**src/rtl/crc32_pkg.sv**
```systemverilog
// Shared CRC32 definitions for the Ethernet FCS generator and checker.
// Bit convention: MSB-first register, poly 04C11DB7, each byte fed LSB first.
package crc32_pkg;

   localparam logic [31:0] CRC32_POLY    = 32'h04C11DB7;
   localparam logic [31:0] CRC32_INIT    = 32'hFFFFFFFF;
   localparam logic [31:0] CRC32_RESIDUE = 32'hC704DD7B;

   typedef logic [31:0] crc32_t;

   typedef enum logic {
      ST_IDLE,
      ST_FRAME
   } fcs_state_e;

   function automatic crc32_t crc32_step8(input crc32_t crc, input logic [7:0] data);
      crc32_t c;
      c = crc;
      for (int i = 0; i < 8; i++) begin
         if (c[31] ^ data[i]) c = (c << 1) ^ CRC32_POLY;
         else                 c = c << 1;
      end
      return c;
   endfunction

   // Byte 0 (bits [7:0]) is the first byte on the wire.
   function automatic crc32_t crc32_step32(input crc32_t crc, input logic [31:0] data);
      crc32_t c;
      c = crc;
      for (int b = 0; b < 4; b++) begin
         c = crc32_step8(c, data[8*b +: 8]);
      end
      return c;
   endfunction

endpackage

```
**src/rtl/crc32_fcs_check_if.sv**
```systemverilog
// Word stream into the FCS checker and the per-frame result coming back out.
interface crc32_fcs_check_if #(
   parameter int LEN_W = 16
);
   logic             in_valid;
   logic             in_sop;
   logic             in_eop;
   logic [1:0]       in_be;
   logic [31:0]      in_data;
   logic             out_valid;
   logic             out_fcs_ok;
   logic             out_runt;
   logic             out_trunc;
   logic [LEN_W-1:0] out_len;
   logic [31:0]      out_crc;

   modport master (
      output in_valid, in_sop, in_eop, in_be, in_data,
      input  out_valid, out_fcs_ok, out_runt, out_trunc, out_len, out_crc
   );

   modport slave (
      input  in_valid, in_sop, in_eop, in_be, in_data,
      output out_valid, out_fcs_ok, out_runt, out_trunc, out_len, out_crc
   );
endinterface

```
**src/rtl/crc32_tail_step.sv**
```systemverilog
// Combinational CRC update over 1..4 bytes of a word; be=0 means all four bytes.
module crc32_tail_step
   import crc32_pkg::*;
(
   input  crc32_t      crc,
   input  logic [31:0] data,
   input  logic [1:0]  be,
   output crc32_t      crc_out
);

   always_comb begin
      crc_out = crc;
      if (be == 2'd0) begin
         crc_out = crc32_step32(crc, data);
      end else begin
         for (int i = 0; i < 3; i++) begin
            if (2'(i) < be) crc_out = crc32_step8(crc_out, data[8*i +: 8]);
         end
      end
   end

endmodule

```
**src/rtl/crc32_fcs_check.sv**
```systemverilog
// Receive-side Ethernet FCS checker: CRC32 over frame + FCS, compared to the fixed residue.
// Optional saturating per-category frame counters when CRC_FCS_STAT_EN is defined.
module crc32_fcs_check
   import crc32_pkg::*;
#(
   parameter crc32_t RESIDUE = CRC32_RESIDUE,
   parameter crc32_t INIT    = CRC32_INIT,
   parameter int     LEN_W   = 16
) (
   input  logic clk,
   input  logic rst_n,
   crc32_fcs_check_if.slave bus
`ifdef CRC_FCS_STAT_EN
   ,
   input  logic        stat_clr,
   output logic [31:0] stat_good,
   output logic [31:0] stat_bad,
   output logic [31:0] stat_runt,
   output logic [31:0] stat_trunc
`endif
);

   fcs_state_e       state;
   crc32_t           crc_q;
   logic [LEN_W-1:0] len_q;

   crc32_t           base_crc;
   crc32_t           word_crc;
   logic [LEN_W-1:0] base_len;
   logic [LEN_W-1:0] word_len;
   logic [LEN_W:0]   len_sum;
   logic [1:0]       tail_be;
   logic [2:0]       word_bytes;
   logic             accept;
   logic             abort;
   logic             finish;
   logic             word_runt;
   logic             word_ok;

   logic             res_valid;
   logic             res_fcs_ok;
   logic             res_runt;
   logic             res_trunc;
   logic [LEN_W-1:0] res_len;
   crc32_t           res_crc;

   logic             pend_valid;
   logic             pend_fcs_ok;
   logic             pend_runt;
   logic [LEN_W-1:0] pend_len;
   crc32_t           pend_crc;

   crc32_tail_step u_tail (
      .crc     (base_crc),
      .data    (bus.in_data),
      .be      (tail_be),
      .crc_out (word_crc)
   );

   // A sop always restarts from INIT/zero, whether from IDLE or aborting a frame.
   always_comb begin
      accept     = bus.in_valid && (bus.in_sop || (state == ST_FRAME));
      abort      = bus.in_valid && bus.in_sop && (state == ST_FRAME);
      finish     = accept && bus.in_eop;
      base_crc   = bus.in_sop ? INIT : crc_q;
      base_len   = bus.in_sop ? '0 : len_q;
      tail_be    = bus.in_eop ? bus.in_be : 2'd0;
      word_bytes = (tail_be == 2'd0) ? 3'd4 : {1'b0, tail_be};
      len_sum    = {1'b0, base_len} + {{(LEN_W-2){1'b0}}, word_bytes};
      word_len   = len_sum[LEN_W] ? '1 : len_sum[LEN_W-1:0];
      word_runt  = (word_len < LEN_W'(4));
      word_ok    = (word_crc == RESIDUE) && !word_runt;
   end

   // An abort followed by sop&eop yields two results on one edge; the second waits in pend_*.
   always_ff @(posedge clk or negedge rst_n) begin
      if (!rst_n) begin
         state       <= ST_IDLE;
         crc_q       <= INIT;
         len_q       <= '0;
         res_valid   <= 1'b0;
         res_fcs_ok  <= 1'b0;
         res_runt    <= 1'b0;
         res_trunc   <= 1'b0;
         res_len     <= '0;
         res_crc     <= '0;
         pend_valid  <= 1'b0;
         pend_fcs_ok <= 1'b0;
         pend_runt   <= 1'b0;
         pend_len    <= '0;
         pend_crc    <= '0;
      end else begin
         res_valid  <= 1'b0;
         pend_valid <= 1'b0;
         if (accept) begin
            crc_q <= word_crc;
            len_q <= word_len;
            state <= finish ? ST_IDLE : ST_FRAME;
         end
         if (pend_valid) begin
            res_valid  <= 1'b1;
            res_fcs_ok <= pend_fcs_ok;
            res_runt   <= pend_runt;
            res_trunc  <= 1'b0;
            res_len    <= pend_len;
            res_crc    <= pend_crc;
         end else if (abort) begin
            res_valid  <= 1'b1;
            res_fcs_ok <= 1'b0;
            res_runt   <= 1'b0;
            res_trunc  <= 1'b1;
            res_len    <= len_q;
            res_crc    <= crc_q;
         end else if (finish) begin
            res_valid  <= 1'b1;
            res_fcs_ok <= word_ok;
            res_runt   <= word_runt;
            res_trunc  <= 1'b0;
            res_len    <= word_len;
            res_crc    <= word_crc;
         end
         if (finish && (pend_valid || abort)) begin
            pend_valid  <= 1'b1;
            pend_fcs_ok <= word_ok;
            pend_runt   <= word_runt;
            pend_len    <= word_len;
            pend_crc    <= word_crc;
         end
      end
   end

   assign bus.out_valid  = res_valid;
   assign bus.out_fcs_ok = res_fcs_ok;
   assign bus.out_runt   = res_runt;
   assign bus.out_trunc  = res_trunc;
   assign bus.out_len    = res_len;
   assign bus.out_crc    = res_crc;

`ifdef CRC_FCS_STAT_EN
   // Counters sample the registered strobe; a clear beats a same-cycle increment.
   always_ff @(posedge clk or negedge rst_n) begin
      if (!rst_n) begin
         stat_good  <= '0;
         stat_bad   <= '0;
         stat_runt  <= '0;
         stat_trunc <= '0;
      end else if (stat_clr) begin
         stat_good  <= '0;
         stat_bad   <= '0;
         stat_runt  <= '0;
         stat_trunc <= '0;
      end else if (res_valid) begin
         if (res_fcs_ok && (stat_good != '1))  stat_good  <= stat_good + 32'd1;
         if (res_runt   && (stat_runt != '1))  stat_runt  <= stat_runt + 32'd1;
         if (res_trunc  && (stat_trunc != '1)) stat_trunc <= stat_trunc + 32'd1;
         if (!res_fcs_ok && !res_runt && !res_trunc && (stat_bad != '1))
            stat_bad <= stat_bad + 32'd1;
      end
   end
`endif

endmodule

```
**src/flat_wrapper.sv**
```systemverilog
// flat-port wrapper written by rule: the top's interface ports become plain ports
module crc32_fcs_check_flat import crc32_pkg::*;
#(
   parameter crc32_t RESIDUE = CRC32_RESIDUE,
   parameter crc32_t INIT    = CRC32_INIT,
   parameter int     LEN_W   = 16
)
  (clk, rst_n, bus_in_valid, bus_in_sop, bus_in_eop, bus_in_be, bus_in_data, bus_out_valid, bus_out_fcs_ok, bus_out_runt, bus_out_trunc, bus_out_len, bus_out_crc);
  crc32_fcs_check_if #(.LEN_W(LEN_W)) bus_i ();
  input  logic clk;
  input  logic rst_n;
  input wire logic [$bits(bus_i.in_valid)-1:0] bus_in_valid;
  input wire logic [$bits(bus_i.in_sop)-1:0] bus_in_sop;
  input wire logic [$bits(bus_i.in_eop)-1:0] bus_in_eop;
  input wire logic [$bits(bus_i.in_be)-1:0] bus_in_be;
  input wire logic [$bits(bus_i.in_data)-1:0] bus_in_data;
  output wire logic [$bits(bus_i.out_valid)-1:0] bus_out_valid;
  output wire logic [$bits(bus_i.out_fcs_ok)-1:0] bus_out_fcs_ok;
  output wire logic [$bits(bus_i.out_runt)-1:0] bus_out_runt;
  output wire logic [$bits(bus_i.out_trunc)-1:0] bus_out_trunc;
  output wire logic [$bits(bus_i.out_len)-1:0] bus_out_len;
  output wire logic [$bits(bus_i.out_crc)-1:0] bus_out_crc;
  assign bus_i.in_valid = bus_in_valid;
  assign bus_i.in_sop = bus_in_sop;
  assign bus_i.in_eop = bus_in_eop;
  assign bus_i.in_be = bus_in_be;
  assign bus_i.in_data = bus_in_data;
  assign bus_out_valid = bus_i.out_valid;
  assign bus_out_fcs_ok = bus_i.out_fcs_ok;
  assign bus_out_runt = bus_i.out_runt;
  assign bus_out_trunc = bus_i.out_trunc;
  assign bus_out_len = bus_i.out_len;
  assign bus_out_crc = bus_i.out_crc;
  crc32_fcs_check #(.RESIDUE(RESIDUE), .INIT(INIT), .LEN_W(LEN_W)) u_core (.clk(clk), .rst_n(rst_n), .bus(bus_i));
endmodule
```
**config.mk**
```make
export PLATFORM = sky130hd
export DESIGN_NAME = crc32_fcs_check_flat
export DESIGN_NICKNAME = d
export VERILOG_FILES = /design/src/rtl/crc32_pkg.sv /design/src/rtl/crc32_fcs_check_if.sv /design/src/rtl/crc32_tail_step.sv /design/src/rtl/crc32_fcs_check.sv /design/src/flat_wrapper.sv
export SDC_FILE = /design/constraint.sdc
export NUM_CORES = 1
export LEC_CHECK = 0
export ABC_AREA = 1
export CAP_MARGIN = 20
export CORE_MARGIN = 2
export CORE_UTILIZATION = 39
export DETAILED_ROUTE_END_ITERATION = 12
export SLEW_MARGIN = 20
export SYNTH_ARGS = -nofsm -noshare
export SYNTH_HDL_FRONTEND = slang
export SYNTH_SLANG_ARGS = --single-unit
```
**constraint.sdc**
```tcl
create_clock -name clk -period 3.2 [get_ports clk]
set_clock_uncertainty 0.05 [all_clocks]
set_input_delay 0.64 -clock clk [delete_from_list [all_inputs] [get_ports clk]]
set_output_delay 0.64 -clock clk [all_outputs]
set_load 0.05 [all_outputs]
```
# After elaboration in Yosys (flattened, before gate mapping)

Index checks and enable logic that the tools add are counted.

Shifts and indexed selects: 0
Bitwise operators: 110
Mux-type cells: 159
Equality and inequality tests: 1
Add/subtract/negate cells: 1
Divide/modulo/power cells: 0
$lt $le $gt $ge: 4
Multiply operators: 0
Reduce and logical (&&, ||, !) cells: 11

Operator list:

| kind                                                 | count |
|---|---|
| 2-to-1 mux 32 bit                                    | 83 |
| 2-to-1 mux 27 bit                                    | 55 |
| inverter 14 bit                                      | 55 |
| 2-to-1 mux 16 bit                                    | 5 |
| XOR 1 bit                                            | 55 |
| equality test 32 bit (second input constant)         | 1 |
| adder 16 x 3 -> 17 bit                               | 1 |
| < comparator 16 x 3 -> 1 bit (second input constant) | 1 |
| 2-to-1 mux 1 bit                                     | 14 |
| logical AND 1 bit                                    | 6 |
| < comparator 1 x 2 -> 1 bit (first input constant)   | 2 |
| 2-to-1 mux 3 bit                                     | 1 |
| nonzero test 3 bit                                   | 1 |
| zero test 2 bit                                      | 1 |
| logical OR 1 bit                                     | 2 |
| < comparator 2 bit (first input constant)            | 1 |
| 2-to-1 mux 2 bit                                     | 1 |
| zero test 1 bit                                      | 1 |

Bits in writable memories: 0
Latch bits: 0
Output and inout port bits: 52
Memories: 0
Memory bits (read-only): 0
Register bits after elaboration: 152
Logic and storage cells: 300

# Depth between registers and ports, before layout

Word-level depth: 102
Gate-level depth with buffers: 39
Depth with buffers taken out: 37

# Cells and area by module

Synthesis repeated with hierarchy kept, for this count alone.

Cell total of the unflattened synthesis: 2573
Area total of the unflattened synthesis: 16024.1 µm²

By module, submodules not included:

| module          | times used | area each (µm²) | cells an instance |
|---|---|---|---|
| crc32_tail_step | 1          | 8754.6          | 1711 |
| crc32_fcs_check | 1          | 7269.5          | 862 |

# Worst setup path after synthesis

Ideal clock, no wire load.

Path kind: input to register
Start point: input port bus_in_be[1]
End point: register u_core.res_fcs_ok (netlist: u_core.bus.out_fcs_ok)
Stages: 32
Data required time: 3.073 ns
Setup time: 0.077 ns
Path buffers: 6
Path slack: -1.849 ns
Data arrival time: 4.921 ns
Path through: nand2_1 > nand2_2 > clkinv_1 > buf_2 > buf_2 > clkbuf_1 > buf_2 > buf_1 > buf_2 > ha_1 > nand3_1 > and2_0 > inv_1 > nand4_1 > nor3_1 > nand3_1 > nor2_1 > nand3_1 > or2_1 > nand3_1 > nor2_1 > nand2_1 > nor2_1 > nand2_1 > nand3_1 > nor3_1 > nand2_1 > nor2_1 > nand3_1 > nor2_1 > nand4_1 > a21oi_1

Longest elaborated chain between the ends: 67

Ends and longest elaborated chain:

| item                                                | RTL line               | text |
|---|---|---|
| from (decl)                                         | flat_wrapper.sv:15     | `input wire logic [$bits(bus_i.in_be)-1:0] bus_in_be;` |
| 2-to-1 mux 2 bit (*)                                | crc32_fcs_check.sv:67  | `tail_be = bus.in_eop ? bus.in_be : 2'd0;` |
| < comparator 1 x 2 -> 1 bit                         | crc32_tail_step.sv:17  | `if (2'(i) < be) crc_out = crc32_step8(crc_out, data[8*i +: 8]);` |
| 2-to-1 mux 32 bit                                   | crc32_tail_step.sv:17  |  |
| 2-to-1 mux 32 bit                                   | crc32_tail_step.sv:13  | `if (be == 2'd0) begin` |
| XOR 1 bit / inverter 14 bit (equally long branches) | --                     |  |
| 2-to-1 mux 27 bit                                   | crc32_pkg.sv:20        | `if (c[31] ^ data[i]) c = (c << 1) ^ CRC32_POLY;` |
| 2-to-1 mux 32 bit                                   | crc32_tail_step.sv:17  |  |
| 2-to-1 mux 32 bit                                   | crc32_tail_step.sv:13  |  |
| (+51 left out)                                      | --                     |  |
| 2-to-1 mux 27 bit                                   | crc32_pkg.sv:20        |  |
| 2-to-1 mux 32 bit                                   | crc32_tail_step.sv:17  |  |
| 2-to-1 mux 32 bit                                   | crc32_tail_step.sv:13  |  |
| equality test 32 bit                                | crc32_fcs_check.sv:72  | `word_ok = (word_crc == RESIDUE) && !word_runt;` |
| logical AND 1 bit (*)                               | crc32_fcs_check.sv:72  |  |
| 2-to-1 mux 1 bit (*)                                | crc32_fcs_check.sv:114 | `end else if (finish) begin` |
| 2-to-1 mux 1 bit (*)                                | crc32_fcs_check.sv:107 | `end else if (abort) begin` |
| 2-to-1 mux 1 bit (*)                                | crc32_fcs_check.sv:100 | `if (pend_valid) begin` |
| to (signal assigned)                                | crc32_fcs_check.sv:102 | `res_fcs_ok <= pend_fcs_ok;` |
| to (signal assigned)                                | crc32_fcs_check.sv:116 | `res_fcs_ok <= word_ok;` |
| to (decl)                                           | crc32_fcs_check.sv:41  | `logic res_fcs_ok;` |

Every way passes the cells marked *; elsewhere a longest branch is shown, timed or not. The select of a mux whose other input is x is not followed.
A chain may end at the register's enable or synchronous reset.

# Worst setup path after layout

Start point: register u_core.crc_q[27]
End point: register u_core.res_fcs_ok (netlist: u_core.bus.out_fcs_ok)

Longest elaborated chain between the ends: 85

Ends and longest elaborated chain:

| item                     | RTL line               | text |
|---|---|---|
| from (decl)              | crc32_fcs_check.sv:24  | `crc32_t crc_q;` |
| from (signal assigned)   | crc32_fcs_check.sv:96  | `crc_q <= word_crc;` |
| 2-to-1 mux 32 bit (*)    | crc32_fcs_check.sv:65  | `base_crc = bus.in_sop ? INIT : crc_q;` |
| 2-to-1 mux 32 bit        | crc32_tail_step.sv:17  |  |
| 2-to-1 mux 32 bit        | crc32_tail_step.sv:13  |  |
| 2-to-1 mux 32 bit        | crc32_tail_step.sv:17  |  |
| 2-to-1 mux 32 bit        | crc32_tail_step.sv:13  |  |
| 2-to-1 mux 32 bit        | crc32_tail_step.sv:17  |  |
| 2-to-1 mux 32 bit        | crc32_tail_step.sv:13  |  |
| 2-to-1 mux 32 bit        | crc32_tail_step.sv:17  |  |
| (+69 left out)           | --                     |  |
| 2-to-1 mux 27 bit        | crc32_pkg.sv:20        |  |
| 2-to-1 mux 32 bit        | crc32_tail_step.sv:17  |  |
| 2-to-1 mux 32 bit (*)    | crc32_tail_step.sv:13  |  |
| equality test 32 bit (*) | crc32_fcs_check.sv:72  |  |
| logical AND 1 bit (*)    | crc32_fcs_check.sv:72  |  |
| 2-to-1 mux 1 bit (*)     | crc32_fcs_check.sv:114 |  |
| 2-to-1 mux 1 bit (*)     | crc32_fcs_check.sv:107 |  |
| 2-to-1 mux 1 bit (*)     | crc32_fcs_check.sv:100 |  |

Marked as above.

==> flow_summary.json <==
{
  "synthesis.nets": 3029,
  "mappedNetlistArea_sq_um": 17100,
  "ys_seq_area_frac": 0.225,
  "synth_top_area_frac": 0.290,
  "slew_headroom": 0.493,
  "drv_slew": 0,
  "cpMostUsedCell": "nand2_4",
  "routed_wl_um": 92800,
  "worstHoldPathType": "in2async",
  "multi_input_area_sq_um": 15300,
  "post-route-period-util": 1.39,
  "fillers": 3930,
  "clock-sinks": 152,
  "first_pass_iters": 6,
  "die_width_um": 213,
  "path_max_fanout": 6,
  "fmax_mhz": 225,
  "start_util": 0.396,
  "status": "complete, but fails checks",
  "critPathSlowestCell": "dfstp_2",
  "final_util": 0.672,
  "final_nets": 3862,
  "synth_edf_count": 0,
  "ys_ff_latch": 152,
  "vias_per_cell": 5.47,
  "rsz0062_at_grt": "true",
  "mostFrequentLayoutCells": "nand2_1 (993), buf_4 (730), nand3_1 (293), nand2_2 (286), inv_1 (191)",
  "critPathCaptureType": "register",
  "synth_area_leaders": "nand2_1 (29%), dfrtp_1 (18%), nand3_1 (13%)",
  "vias": 24200,
  "boundaryPins": 91,
  "drtIter0Drc": 2395,
  "cts_max_level": 4,
  "worst_slack_ns": -1.24,
  "critical_path_required_ns": 3.51,
  "setup.worst_path.start_class": "register",
  "wl_per_cell_um": 21.0,
  "slowest_delay_ns": 0.57,
  "async_flop_share": 1.00,
  "netlist_instances": 2986,
  "maxCapViolCount": 0,
  "stdcell_count": 4418,
  "ff_latch_area_sq_um": 3840,
  "path_clk_slew_ns": 0.07,
  "setup_viol": 100,
  "die_area_sq_um": 45500,
  "drc": 0,
  "die_h_um": 213,
  "synthDistinctLibCells": 49,
  "yosysWarnings": 0,
  "clockBufferDepth": 2,
  "synth_area_per_cell_sq_um": 5.72,
  "synthFlopType": "dfrtp_1",
  "synth_top_area_cell": "nand2_1",
  "grt_pass1_wl_um": 137000,
  "tightestPinTransition_ns": 0.760,
  "cts_buffers": 17,
  "cts_root_buffer": "clkbuf_16",
  "hold_viol": 0,
  "clkLatencyLatePin_ns": 0.44,
  "tns_ns": -80.33,
  "row_count": 76,
  "antenna_found_initial": 1,
  "critPathKind": "reg2reg",
  "fin_crit_ns": 4.44,
  "grt_max_degree": 80,
  "cts_tree": "yes",
  "dp_cells": 4266,
  "port-buffer-count": 90,
  "core_sq_um": 43200,
  "layout-drive-gt1-share": 0.438,
  "drtAntennaViolNets": 0,
  "violations": "setup timing",
  "place_hpwl_um": 72100,
  "grt_overflow": 0,
  "gp_congestion": 1.03,
  "cp.arrival_ns": 4.75,
  "final_common_cell": "nand2_1",
  "grt_pass1_vias": 23000,
  "synthToLayoutAreaGrowth_pct": 69.7,
  "grt_usage": 0.405
}
logic make-up (layout without fill, tap and decap cells):
kind of cell / count (synthesis) / after routing / share of synthesized area
other: 0 / 1 / 0
DFF: 152 / 152 / 0.225
buffers and inverters: 332 / 1177 / 0.0797
xor gates and xnor gates: 94 / 94 / 0.0521
adders and majority gates: 4 / 4 / 0.00337
AOI/OAI and AO/OA: 268 / 268 / 0.0925
and+or+nand+nor: 2136 / 2137 / 0.547
synth_stat cells (8+ instances only):
cell type,count
o21ai_0,113
buf_1,17
a22oi_1,13
nand2_2,101
inv_2,30
nand2_1,1319
xor2_1,59
nor2_1,167
a221oi_1,35
nand2_4,22
xnor2_1,29
inv_1,206
nand4_1,18
buf_2,10
a21oi_1,59
clkbuf_1,50
nand3b_1,11
nand3_1,443
dfstp_2,32
a31oi_1,36
dfrtp_1,120
nor2_4,8
nand3_2,21
path summary, 6_finish.rpt:
| kind | slack [ns] | cells after the start | endpoint | from |
|---|---|---|---|---|
| setup / recovery | -1.24 | 34 | u_core.bus.out_fcs_ok | u_core.crc_q[27] |
| hold / removal | 0.20 | 1 | u_core.len_q[15] | rst_n |
| setup reg to reg | -1.24 | 34 | u_core.bus.out_fcs_ok | u_core.crc_q[27] |
| hold reg to reg | 0.43 | 2 | u_core.pend_len[15] | u_core.pend_len[15] |
| max in group asynchronous | 2.08 | 2 | u_core.crc_q[20] | rst_n |
| min in group clk | 0.43 | 2 | u_core.pend_len[15] | u_core.pend_len[15] |
through the flow:
stage / cell area [sq um] / setup slack (ns) / hold WS, ns
after detailed placement: 24600 / -1.83 / 0.415
final: 29000 / -1.24 / 0.202
after CTS: 28100 / -0.922 / 0.220
after global routing: 29000 / -1.40 / 0.250
after global placement: 24600 / -1.84 / 0.413
after floorplan: 17900 / -1.06 / 0.294
critical path: cells and delay by family, from the launching register on:
kind            cells  cell delay [ns]
simple gates       27             2.58
flops               1             0.57
buf+inv             5             0.68
xor+xnor            1             0.27
compound gates      1             0.15
layer usage:
metal	up-vias	global-route usage	part of all wire
li1	11300	-	-
met1	11500	0.550	0.43
met2	1083	0.615	0.43
met3	226	0.0818	0.085
met4	2	0.190	0.054
met5	-	0	0.000086
registers in the layout, indices dropped and copies added, names as in the netlist, 16 cells and up:
signal,count
u_core.bus.out_crc,32
u_core.len_q,16
u_core.bus.out_len,16
u_core.pend_crc,32
u_core.pend_len,16
u_core.crc_q,32
final cells by class:
class | instances | area share
Multi-Input combinational cell | 2503 | 0.528
Timing Repair Buffer | 901 | 0.261
Sequential cell | 152 | 0.133
Inverter | 243 | 0.0337
Tap cell | 585 | 0.0252
Clock buffer | 18 | 0.0148
Clock inverter | 14 | 0.00406
Timing Repair inverter | 1 | 0.000302
Antenna cell | 1 | 0.0000863
what timing repair did:
item | 4_1_cts | 5_1_grt
gates resized for setup | 542 | 166
pin swaps | 210 | 110
setup buffers | 90 | 30
gates cloned | 2 | 0
hold buffers | 0 | 0
setup endpoints to repair | 134 | 117
Power is not shown: default switching activity piles up to over one toggle a cycle in this logic, so the estimate is an artifact.
